===== config.mk =====
export PLATFORM = sky130hd
export DESIGN_NAME = program_loader
export DESIGN_NICKNAME = d
export VERILOG_FILES = /design/src/rtl/program_loader.sv
export SDC_FILE = /design/constraint.sdc
export NUM_CORES = 1
export LEC_CHECK = 0
export CAP_MARGIN = 20
export CORE_AREA = 2 2 107 109
export CTS_CLUSTER_DIAMETER = 200
export DETAILED_ROUTE_END_ITERATION = 10
export DIE_AREA = 0 0 109 111
export GPL_TIMING_DRIVEN = 0
export PLACE_DENSITY_LB_ADDON = 0.12
export SYNTH_ARGS = -nofsm -noshare
export SYNTH_HDL_FRONTEND = slang
export SYNTH_SLANG_ARGS = --single-unit

===== constraint.sdc =====
create_clock -name clk_pi -period 2.3 [get_ports clk_pi]
set_input_delay 0.345 -clock clk_pi [delete_from_list [all_inputs] [get_ports clk_pi]]
set_output_delay 0.345 -clock clk_pi [all_outputs]
set_load 0.02 [all_outputs]

===== src/rtl/program_loader.sv =====
// Boot loader: turns a length-prefixed byte stream into 16-bit instruction-memory writes
// and holds the CPU in reset until a load finishes with a matching XOR checksum.
module program_loader #(
  parameter int ADDR_WIDTH     = 8,
  parameter int TIMEOUT_CYCLES = 1000
) (
  input  logic                  clk_pi,
  input  logic                  reset_pi,
  input  logic                  start_pi,
  input  logic                  byte_valid_pi,
  input  logic [7:0]            byte_data_pi,
  output logic                  byte_ready_po,
  output logic                  imem_wr_en_po,
  output logic [ADDR_WIDTH-1:0] imem_wr_addr_po,
  output logic [15:0]           imem_wr_data_po,
  output logic                  cpu_reset_po,
  output logic                  busy_po,
  output logic                  done_po,
  output logic                  error_po
);

  typedef enum logic [2:0] {
    S_IDLE,
    S_LEN_LO,
    S_LEN_HI,
    S_DATA_LO,
    S_DATA_HI,
    S_CHECK,
    S_DONE,
    S_ERROR
  } state_e;

  // The timer only needs to reach TIMEOUT_CYCLES-1: the next idle cycle is the expiry edge.
  localparam bit          TIMEOUT_EN = (TIMEOUT_CYCLES > 0);
  localparam int          CNT_W      = (TIMEOUT_CYCLES > 1) ? $clog2(TIMEOUT_CYCLES) : 1;
  localparam int          CNT_LIM    = (TIMEOUT_CYCLES > 0) ? TIMEOUT_CYCLES - 1 : 0;
  localparam int unsigned MAX_LEN    = 32'(1) << ADDR_WIDTH;

  state_e                state_q, state_d;
  logic [7:0]            lenLo_q;
  logic [7:0]            loByte_q;
  logic [7:0]            xor_q;
  logic [ADDR_WIDTH:0]   remaining_q;
  logic [ADDR_WIDTH-1:0] addr_q;
  logic [CNT_W-1:0]      timer_q;

  logic                  ready_q, ready_d;
  logic                  busy_q, busy_d;
  logic                  done_q, done_d;
  logic                  error_q, error_d;
  logic                  cpuReset_q, cpuReset_d;
  logic                  wrEn_q, wrEn_d;
  logic [ADDR_WIDTH-1:0] wrAddr_q;
  logic [15:0]           wrData_q;

  logic                  accept;
  logic                  startTake;
  logic                  timeoutHit;
  logic                  lenBad;
  logic                  lastWord;
  logic [15:0]           lenFull;

  assign accept     = byte_valid_pi & ready_q;
  assign startTake  = start_pi & ((state_q == S_IDLE) | (state_q == S_DONE) | (state_q == S_ERROR));
  assign timeoutHit = TIMEOUT_EN & ready_q & ~accept & (timer_q == CNT_W'(CNT_LIM));
  assign lenFull    = {byte_data_pi, lenLo_q};
  assign lenBad     = (lenFull == 16'd0) | (32'(lenFull) > MAX_LEN);
  assign lastWord   = (remaining_q == (ADDR_WIDTH + 1)'(1));

  // State and every output are registered; outputs are decoded from the next state.
  always_ff @(posedge clk_pi) begin
    if (reset_pi) begin
      state_q    <= S_IDLE;
      ready_q    <= 1'b0;
      busy_q     <= 1'b0;
      done_q     <= 1'b0;
      error_q    <= 1'b0;
      cpuReset_q <= 1'b1;
      wrEn_q     <= 1'b0;
    end else begin
      state_q    <= state_d;
      ready_q    <= ready_d;
      busy_q     <= busy_d;
      done_q     <= done_d;
      error_q    <= error_d;
      cpuReset_q <= cpuReset_d;
      wrEn_q     <= wrEn_d;
    end
  end

  always_comb begin
    state_d = state_q;
    unique case (state_q)
      S_IDLE, S_DONE, S_ERROR: if (startTake) state_d = S_LEN_LO;
      S_LEN_LO:  if (accept) state_d = S_LEN_HI;
      S_LEN_HI:  if (accept) state_d = lenBad ? S_ERROR : S_DATA_LO;
      S_DATA_LO: if (accept) state_d = S_DATA_HI;
      S_DATA_HI: if (accept) state_d = lastWord ? S_CHECK : S_DATA_LO;
      S_CHECK:   if (accept) state_d = (byte_data_pi == xor_q) ? S_DONE : S_ERROR;
      default:   state_d = S_IDLE;
    endcase
    // An accept on the expiry cycle keeps the load alive, so timeoutHit already excludes it.
    if (timeoutHit) state_d = S_ERROR;
  end

  always_comb begin
    ready_d    = 1'b0;
    busy_d     = 1'b0;
    done_d     = 1'b0;
    error_d    = 1'b0;
    cpuReset_d = 1'b1;
    wrEn_d     = accept & (state_q == S_DATA_HI);
    unique case (state_d)
      S_LEN_LO, S_LEN_HI, S_DATA_LO, S_DATA_HI, S_CHECK: begin
        ready_d = 1'b1;
        busy_d  = 1'b1;
      end
      S_DONE: begin
        done_d     = 1'b1;
        cpuReset_d = 1'b0;
      end
      S_ERROR: error_d = 1'b1;
      default: ;
    endcase
  end

  // Datapath: length, byte assembly, running checksum, address and idle timer.
  always_ff @(posedge clk_pi) begin
    if (reset_pi) begin
      lenLo_q     <= '0;
      loByte_q    <= '0;
      xor_q       <= '0;
      remaining_q <= '0;
      addr_q      <= '0;
      timer_q     <= '0;
      wrAddr_q    <= '0;
      wrData_q    <= '0;
    end else if (startTake) begin
      xor_q   <= '0;
      addr_q  <= '0;
      timer_q <= '0;
    end else if (ready_q) begin
      if (accept) begin
        timer_q <= '0;
      end else if (TIMEOUT_EN) begin
        timer_q <= timer_q + CNT_W'(1);
      end
      if (accept) begin
        if (state_q != S_CHECK) xor_q <= xor_q ^ byte_data_pi;
        unique case (state_q)
          S_LEN_LO:  lenLo_q <= byte_data_pi;
          S_LEN_HI:  remaining_q <= lenFull[ADDR_WIDTH:0];
          S_DATA_LO: loByte_q <= byte_data_pi;
          S_DATA_HI: begin
            wrAddr_q    <= addr_q;
            wrData_q    <= {byte_data_pi, loByte_q};
            addr_q      <= addr_q + ADDR_WIDTH'(1);
            remaining_q <= remaining_q - (ADDR_WIDTH + 1)'(1);
          end
          default: ;
        endcase
      end
    end
  end

  assign byte_ready_po   = ready_q;
  assign busy_po         = busy_q;
  assign done_po         = done_q;
  assign error_po        = error_q;
  assign cpu_reset_po    = cpuReset_q;
  assign imem_wr_en_po   = wrEn_q;
  assign imem_wr_addr_po = wrAddr_q;
  assign imem_wr_data_po = wrData_q;

endmodule


Yosys cells after proc, flatten, opt, wreduce, memory -nomap -nowiden
Index checks and enable logic that the tools add are counted.

Output and inout port bits: 30. Register bits after elaboration: 83. Word-level logic and storage cells: 76. Input port bits: 12.

Add/sub/neg operators: 3. Multiplexer cells: 17. Bitwise logic cells: 11. Equal/unequal tests: 18. Magnitude comparators: 1. Reduce and logical (&&, ||, !) cells: 12.

Operator list (number): $mux W3 (9); $eq A3 B3 Y1 const B (8); $pmux W3 S6 (1); $pmux W9 S2 (1); $gt A16 B9 Y1 const B (1); $logic_not A16 Y1 (1); $reduce_and A4 Y1 (4); $eq A3 B2 Y1 const B (4); $add A10 B1 Y10 const B (1); $eq A10 B10 Y1 const B (1); $mux W10 (1); $eq A9 B1 Y1 const B (1); $sub A9 B1 Y9 const B (1); $add A8 B1 Y8 const B (1); $eq A8 B8 Y1 (1); $xor A8 B8 Y8 (1); $eq A3 B1 Y1 const B (2); $reduce_and A3 Y1 (2); $and A1 B1 Y1 (5); $mux W1 (5); $reduce_or A5 Y1 (1); $logic_not A3 Y1 (1); $ne A3 B3 Y1 const B (1); $or A1 B1 Y1 (3); other kinds (4) (5).

Longest topological paths before layout
Gate-level depths: netlist (run 1).

Depth after elaboration: 10. Mapped depth: 8. Depth with buffers taken out: 7.

Worst setup path before layout (run 1)
Ideal clock, no wire load.

Path type: input to register. From: in byte_data_pi[3]. To: reg busy_q, in the netlist busy_po. Arrival time: 1.611 ns. Required time: 2.165 ns. Slack: 0.554 ns. Setup time: 0.135 ns. Buffers on the path: 1. Cell stages on the path: 6. Cell sequence: buf_6 > xnor2_2 > nand4_1 > or4_4 > a211oi_4 > a311oi_1.

Word-level cells in the longest chain between the ends: 9. Elaborated cells between the ends (all ways): 17. Those cells by class: 1 x order compare; 6 x eq/ne; 7 x mux; 1 x bitwise; 2 x reduce/logical.

RTL lines: from (decl) (RTL line 11) `input logic [7:0] byte_data_pi,`; $gt A16 B9 Y1 / $logic_not A16 Y1 (equally long branches) (RTL line 67) `assign lenBad = (lenFull == 16'd0) | (32'(lenFull) > MAX_LEN);`; $or A1 B1 Y1 (RTL line 67); $mux W3 (2 in series) (RTL line 96) `S_LEN_HI: if (accept) state_d = lenBad ? S_ERROR : S_DATA_LO;`; $pmux W3 S6 (*) (RTL line 93) `unique case (state_q)`; $mux W3 (*) (RTL line 103) `if (timeoutHit) state_d = S_ERROR;`; $eq A3 B1 Y1, or another cell as far along (RTL line 113) `unique case (state_d)`; $reduce_or A5 Y1 (*) (RTL line 113); $mux W1 (*) (RTL line 113); to (signal assigned) (RTL line 83) `busy_q <= busy_d;`; to (decl) (RTL line 48) `logic busy_q, busy_d;`.

Mark *: on every way between the ends. The rest lies on a longest branch, timed or not. A chain may end at the register's enable or synchronous reset.

Worst setup path in the final report (run 1)
From: in byte_data_pi[6]. To: reg busy_q, in the netlist busy_po.

Same word-level chain as after synthesis.

==> results of run 1 <==
## per-stage QoR
stage	power [mW]	utilization [%]	setup TNS (ns)	area, µm²
global placement	1.79	38.9	-1.39	4310
global route	3.41	41.9	0	4640
finish	3.27	41.9	0	4640
CTS	3.32	41.8	0	4630
floorplan	1.70	-	0	3750
detailed placement	1.79	38.9	-1.49	4310
## cells in the mapped netlist (4+ instances only)
cell type   n
a211oi_1    5
a21oi_1    35
a22oi_1     5
a31oi_1     4
and3_1      4
buf_2       9
buf_4       4
buf_6       4
clkbuf_1   11
dfxtp_1    83
ha_1        4
inv_1       4
mux2i_1    16
nand2_1    71
nand2b_1    5
nand3_1     6
nand4_1     6
nor2_1     57
nor3_1      5
nor4_1      4
o21ai_0     9
xnor2_1     9
xor2_1     16
## what timing repair did
| action | CTS | global route |
|---|---|---|
| resized for setup | 0 | 3 |
| buffers inserted | 0 | 0 |
| endpoints found under the setup margin | 0 | 20 |
## flip-flops by register name, indices dropped and copies added, names as in the netlist, 3 cells and up
register	cells
addr_q	8
imem_wr_addr_po	8
imem_wr_data_po	16
lenLo_q	8
loByte_q	8
remaining_q	9
state_q	3
timer_q	10
xor_q	8
## kinds of logic after synthesis
| logic type | share of synthesized area, % |
|---|---|
| multiplexers | 4.57 |
| AO/OA/AOI/OAI | 12.9 |
| AND/OR/NAND/NOR | 24.7 |
| XOR/XNOR | 7.56 |
| buffers and inverters | 4.70 |
| adder cells (fa/ha/maj) | 1.33 |
| flip-flops | 44.3 |
## layer usage
| metal | up-vias | share of wire [%] |
|---|---|---|
| met1 | 1445 | 49 |
| met5 | - | 0 |
| met2 | 46 | 46 |
| met3 | 15 | 3.3 |
| li1 | 1568 | - |
| met4 | 0 | 2.0 |
## power breakdown
| group | switching (mW) | internal [mW] |
|---|---|---|
| logic | 0.163 | 0.114 |
| clock network | 0.597 | 0.910 |
| registers | 0.0242 | 1.46 |
| total | 0.784 | 2.48 |
## worst min-delay path: cells and delay by family
kind | cells | cell delay, ns
buffers and inverters | 1 | 0.12
and+or+nand+nor | 1 | 0.05
AOI/OAI and AO/OA | 1 | 0.05
## worst min-delay path by stage
stage,startpoint,end,slack [ns],depth (start not counted)
global route,byte_data_pi[3],imem_wr_data_po[11],0.28,3
finish,byte_data_pi[3],imem_wr_data_po[11],0.26,3
global placement,loByte_q[7],imem_wr_data_po[7],0.44,2
detailed placement,loByte_q[7],imem_wr_data_po[7],0.45,2
CTS,byte_data_pi[3],imem_wr_data_po[11],0.25,3
floorplan,loByte_q[0],imem_wr_data_po[0],0.43,2
## area by class of cell
type                            count  share of cell area (%)
Sequential cell                    83                    35.8
Timing Repair Buffer               38                    8.25
Buffer                             28                    3.48
Tap cell                          143                    3.85
Clock inverter                      4                    1.21
Inverter                            4                   0.323
Clock buffer                       12                    5.53
Multi-Input combinational cell    312                    41.6
==> run metrics, run 1 <==
total track usage 16.1%; share of layout cells above drive strength 1 10.4%; total number of placement rows 39; worst-path fanout max 6; # diodes 0; top area cells in the synthesized netlist dfxtp_1 (44%), nand2_1 (7.1%), nor2_1 (5.7%); CTS buffer count 9; DP Wirelength 6500 µm; H-tree levels 3; die area 0.0121 mm²; CTS tree yes; global route hottest layer met2; RR Startpoint state_q[0]; Post-synth EDFFs 0; Post-Place Setup Slack -0.319 ns; Clock transition at path regs 0.06 ns; post-synthesis register bit count 83; Nets 492; synthesized area 0.00375 mm²; Worst setup SP type input pin; crit-path leading delay family simple AND/OR/NAND/NOR gates; Leakage Power 1.66 nW; antenna violations before repair 0; async set-reset flop share out of synthesis 0%; Detailed Routing Iterations Pass 1 4; Synth Area per Inst 8.79 µm²; fmax 452 MHz; DRC viols 0; Core Region 0.0111 mm²; # Max-Cap Violations 0; met3 Usage GRT 3.76%; peak supply drop 311 µV; Hold WS 0.262 ns; Via density 4.93; Total Wirelength 9010 µm; vias in the first global route 2973; CP Buf/Inv Count 1; cell count along the critical path 6; crit path to busy_po; Post-Syn Nets 443; Worst Path Required 2.51 ns; RR Endpoint imem_wr_data_po[8]; share of the synthesized area in the top cell type 44.3%; worst reg-to-reg path cell count 6; initial DRC count 145; commonest non-fill, non-tap cell in the layout dfxtp_1; endpoints failing setup 0; vias post-DR 3074; Crit. Startpoint byte_data_pi[6]; RSZ-0062 raised after global routing false; pwr dens 704 mW/mm²; PnR worst setup slack 0.0882 ns; Slew Limit Fails 0; first-pass GRT wire length 15000 µm; total clock sinks 83; Post-synth top flop dfxtp_1; outcome complete, no violations; ANT nets after route 0; routability cong. 0.795; port bufs 38; Area Overhead vs Synth 23.6%; crit-path max cell delay 0.69 ns; die height 111 µm; placed insts 608; Die Width 109 µm; met2 global-route usage 24.6%; Non-Filler Instances 624; Multi-input gate area 0.00193 mm²; Storage cell area 0.00166 mm²; share of the yosys chip area belonging to registers 44.3%; worst slew pin tran 0.791 ns; slowest CP cell clkdlybuf4s50_1; crit path DAT 2.42 ns; IO Pins 42; final global-route overflow total 0; CP endpoint kind flip-flop; area leader, netlist dfxtp_1; Mapped Cells 427; critical path cell sequence clkdlybuf4s50_1 -> xnor2_2 -> nand4_1 -> or4_4 -> a211oi_4 -> a311oi_1; routed len/inst 14.4 µm; Clock Skew 0.0108 ns; final period utilization 96.2%; Initial Util 33.9%; Final Hold Vio Count 0; met1 Track Usage GR 21.4%; CP Class input pin to flip-flop; CTS max path bufs 2; Synth cell types 59; hold crit path type input pin to flip-flop; Tmin final 2.21 ns; Worst-Skew Late Latency 0.35 ns; Synth Warn # 0; Slew headroom 47.1%; clock root cell clkbuf_16; hold buffers post-CTS 0; Fill cells 1113; largest net degree at the start of global routing 15; commonest non-fill, non-tap cells in the layout dfxtp_1 (83), nand2_1 (71), nor2_1 (57); r2r setup slk 0.33 ns
(Power assumes the default switching activity.)
==> run 2, diff against run 1 <==
Settings changed: ABC_CLOCK_PERIOD_IN_PS set to 2300.
==> results of run 2 <==
Final layout, timing and power as in run 1 (identical DEF).
==> run 3, diff against run 2 <==
Settings changed: ABC_CLOCK_PERIOD_IN_PS 2300 to 2700, CTS_CLUSTER_SIZE set to 20.
Clock period 2.3 ns to 2.7 ns, I/O delays scaled along.
==> run 3 against run 2 <==
Effect of this change:
- design area down 0.32%
- wire length down 0.38%
- via count about the same
- sequential power down 15%
- utilization down 0.14 points
- sequential cell count unchanged
- cell count unchanged
- worst setup slack better by 0.29 ns
- highest routed layer unchanged
==> run metrics, run 3 (synthesized netlist as in run 1, its figures left out) <==
Setup TNS 0 ns (unchanged); Initial Util 33.9% (unchanged); met3 Usage GRT 3.76% (unchanged); clock root cell clkbuf_16 (unchanged); routability cong. 0.795 (unchanged); CTS buffer count 9 (unchanged); Tot Pwr 2.78 mW (was 3.27 mW); total number of placement rows 39 (unchanged); Worst-Skew Late Latency 0.35 ns (about the same); antenna violations before repair 0 (unchanged); fmax 430 MHz; CP Class input pin to flip-flop (unchanged); first-pass GRT wire length 15000 µm (unchanged); DP Wirelength 6500 µm (unchanged); worst slew pin tran 0.799 ns (was 0.791 ns); die area 0.0121 mm² (unchanged); Slew Limit Fails 0 (unchanged); total track usage 16.1% (unchanged); Worst Path Required 2.91 ns (was 2.51 ns); Clock transition at path regs 0.06 ns (about the same); Post-Place Setup Slack 0.0206 ns (was -0.319 ns); setup bufs post-CTS 0 (unchanged); Tmin final 2.32 ns; final period utilization 86.1%; pwr dens 601 mW/mm² (was 704 mW/mm²); DRC viols 0 (unchanged); CTS tree yes (unchanged); initial DRC count 165 (was 145); vias in the first global route 2973 (unchanged); Largest register FFs 16 (unchanged); Die Width 109 µm (unchanged); port bufs 38 (unchanged); commonest non-fill, non-tap cell in the layout dfxtp_1 (unchanged); Via density 4.93 (about the same); final global-route overflow total 0 (unchanged); RSZ-0062 raised after global routing false (unchanged); outcome complete, no violations (unchanged); hold crit path type input pin to flip-flop (unchanged); share of layout cells above drive strength 1 10.2% (was 10.4%); Leakage Power 1.65 nW (was 1.66 nW); Detailed Routing Iterations Pass 1 4 (unchanged); # diodes 0 (unchanged); H-tree levels 3 (unchanged); Core Region 0.0111 mm² (unchanged); crit path DAT 2.53 ns (was 2.42 ns); routed len/inst 14.4 µm (about the same); ANT nets after route 0 (unchanged); peak supply drop 265 µV (was 311 µV); # Max-Cap Violations 0 (unchanged); Slew headroom 46.5% (was 47.1%); commonest non-fill, non-tap cells in the layout dfxtp_1 (83), nand2_1 (71), nor2_1 (57) (unchanged); vias post-DR 3075 (was 3074); CP endpoint kind flip-flop (unchanged); Nets 492 (unchanged); Area Overhead vs Synth 23.2% (was 23.6%); hold buffers post-CTS 0 (unchanged); post-cts resize count 0 (unchanged); global route hottest layer met2 (unchanged); IO Pins 42 (unchanged); met1 Track Usage GR 21.4% (unchanged); largest net degree at the start of global routing 15 (unchanged); die height 111 µm (unchanged); Total Wirelength 8980 µm (was 9010 µm); CTS max path bufs 2 (unchanged); PnR worst setup slack 0.376 ns (was 0.0882 ns); met2 global-route usage 24.6% (unchanged); Clock Skew 0.0104 ns (was 0.0108 ns); Worst setup SP type input pin (unchanged); endpoints failing setup 0 (unchanged); worst-path fanout max 7 (was 6); Final Hold Vio Count 0 (unchanged); total clock sinks 83 (unchanged)
-- run 3: cell types whose count changed in the layout (fill, tap and decap cells not counted), sizes merged --
cell	change
dlymetal6s2s	-1
clkdlybuf4s50	+1
-- run 3: layout make-up --
cell class,instances,area [µm²]
plain buffers,28,161
clock buffers,12,256
flip-flops and latches,83,1660
repair buffers,38,380
inverters,4,15.0
multi-input cells,312,1920
fillers,1113,6450
clock inverters,4,56.3
well taps,143,179
-- run 3: path summary, 6_finish.rpt --
| path | slack, ns | cells past startpoint | from | endpoint |
|---|---|---|---|---|
| min | 0.32 | 3 | byte_data_pi[3] | imem_wr_data_po[11] |
| max | 0.38 | 6 | byte_data_pi[4] | busy_po |
| max reg2reg | 0.57 | 6 | state_q[0] | imem_wr_data_po[8] |
| min reg2reg | 0.45 | 2 | loByte_q[1] | imem_wr_data_po[1] |
-- run 3: metal layers --
layer	share of wire (%)	vias up
met4	2.0	0
met2	47	44
met3	3.5	15
met1	48	1449
li1	-	1567
met5	0	-
-- run 3: worst max-delay path, stage by stage --
cell and delay, ns:
clkdlybuf4s50_1 0.73, xnor2_2 0.16, nand4_1 0.17, or4_4 0.56
a211oi_4 0.36, a311oi_1 0.14
-- run 3: power by group --
| part | internal [mW] | switching [mW] | leakage, nW | total (mW) |
|---|---|---|---|---|
| logic | 0.0970 | 0.137 | 0.822 | 0.234 |
| clock network | 0.775 | 0.509 | 0.154 | 1.28 |
| registers | 1.24 | 0.0204 | 0.670 | 1.26 |
-- run 3: through the flow --
step,area (µm²),hold slack (ns),utilization (%),instances
after floorplan,3750,0.432,-,427
after global placement,4310,0.441,38.9,608
after detailed placement,4310,0.448,38.9,608
after CTS,4630,0.314,41.8,624
after global routing,4630,0.337,41.8,624
final,4630,0.323,41.8,624
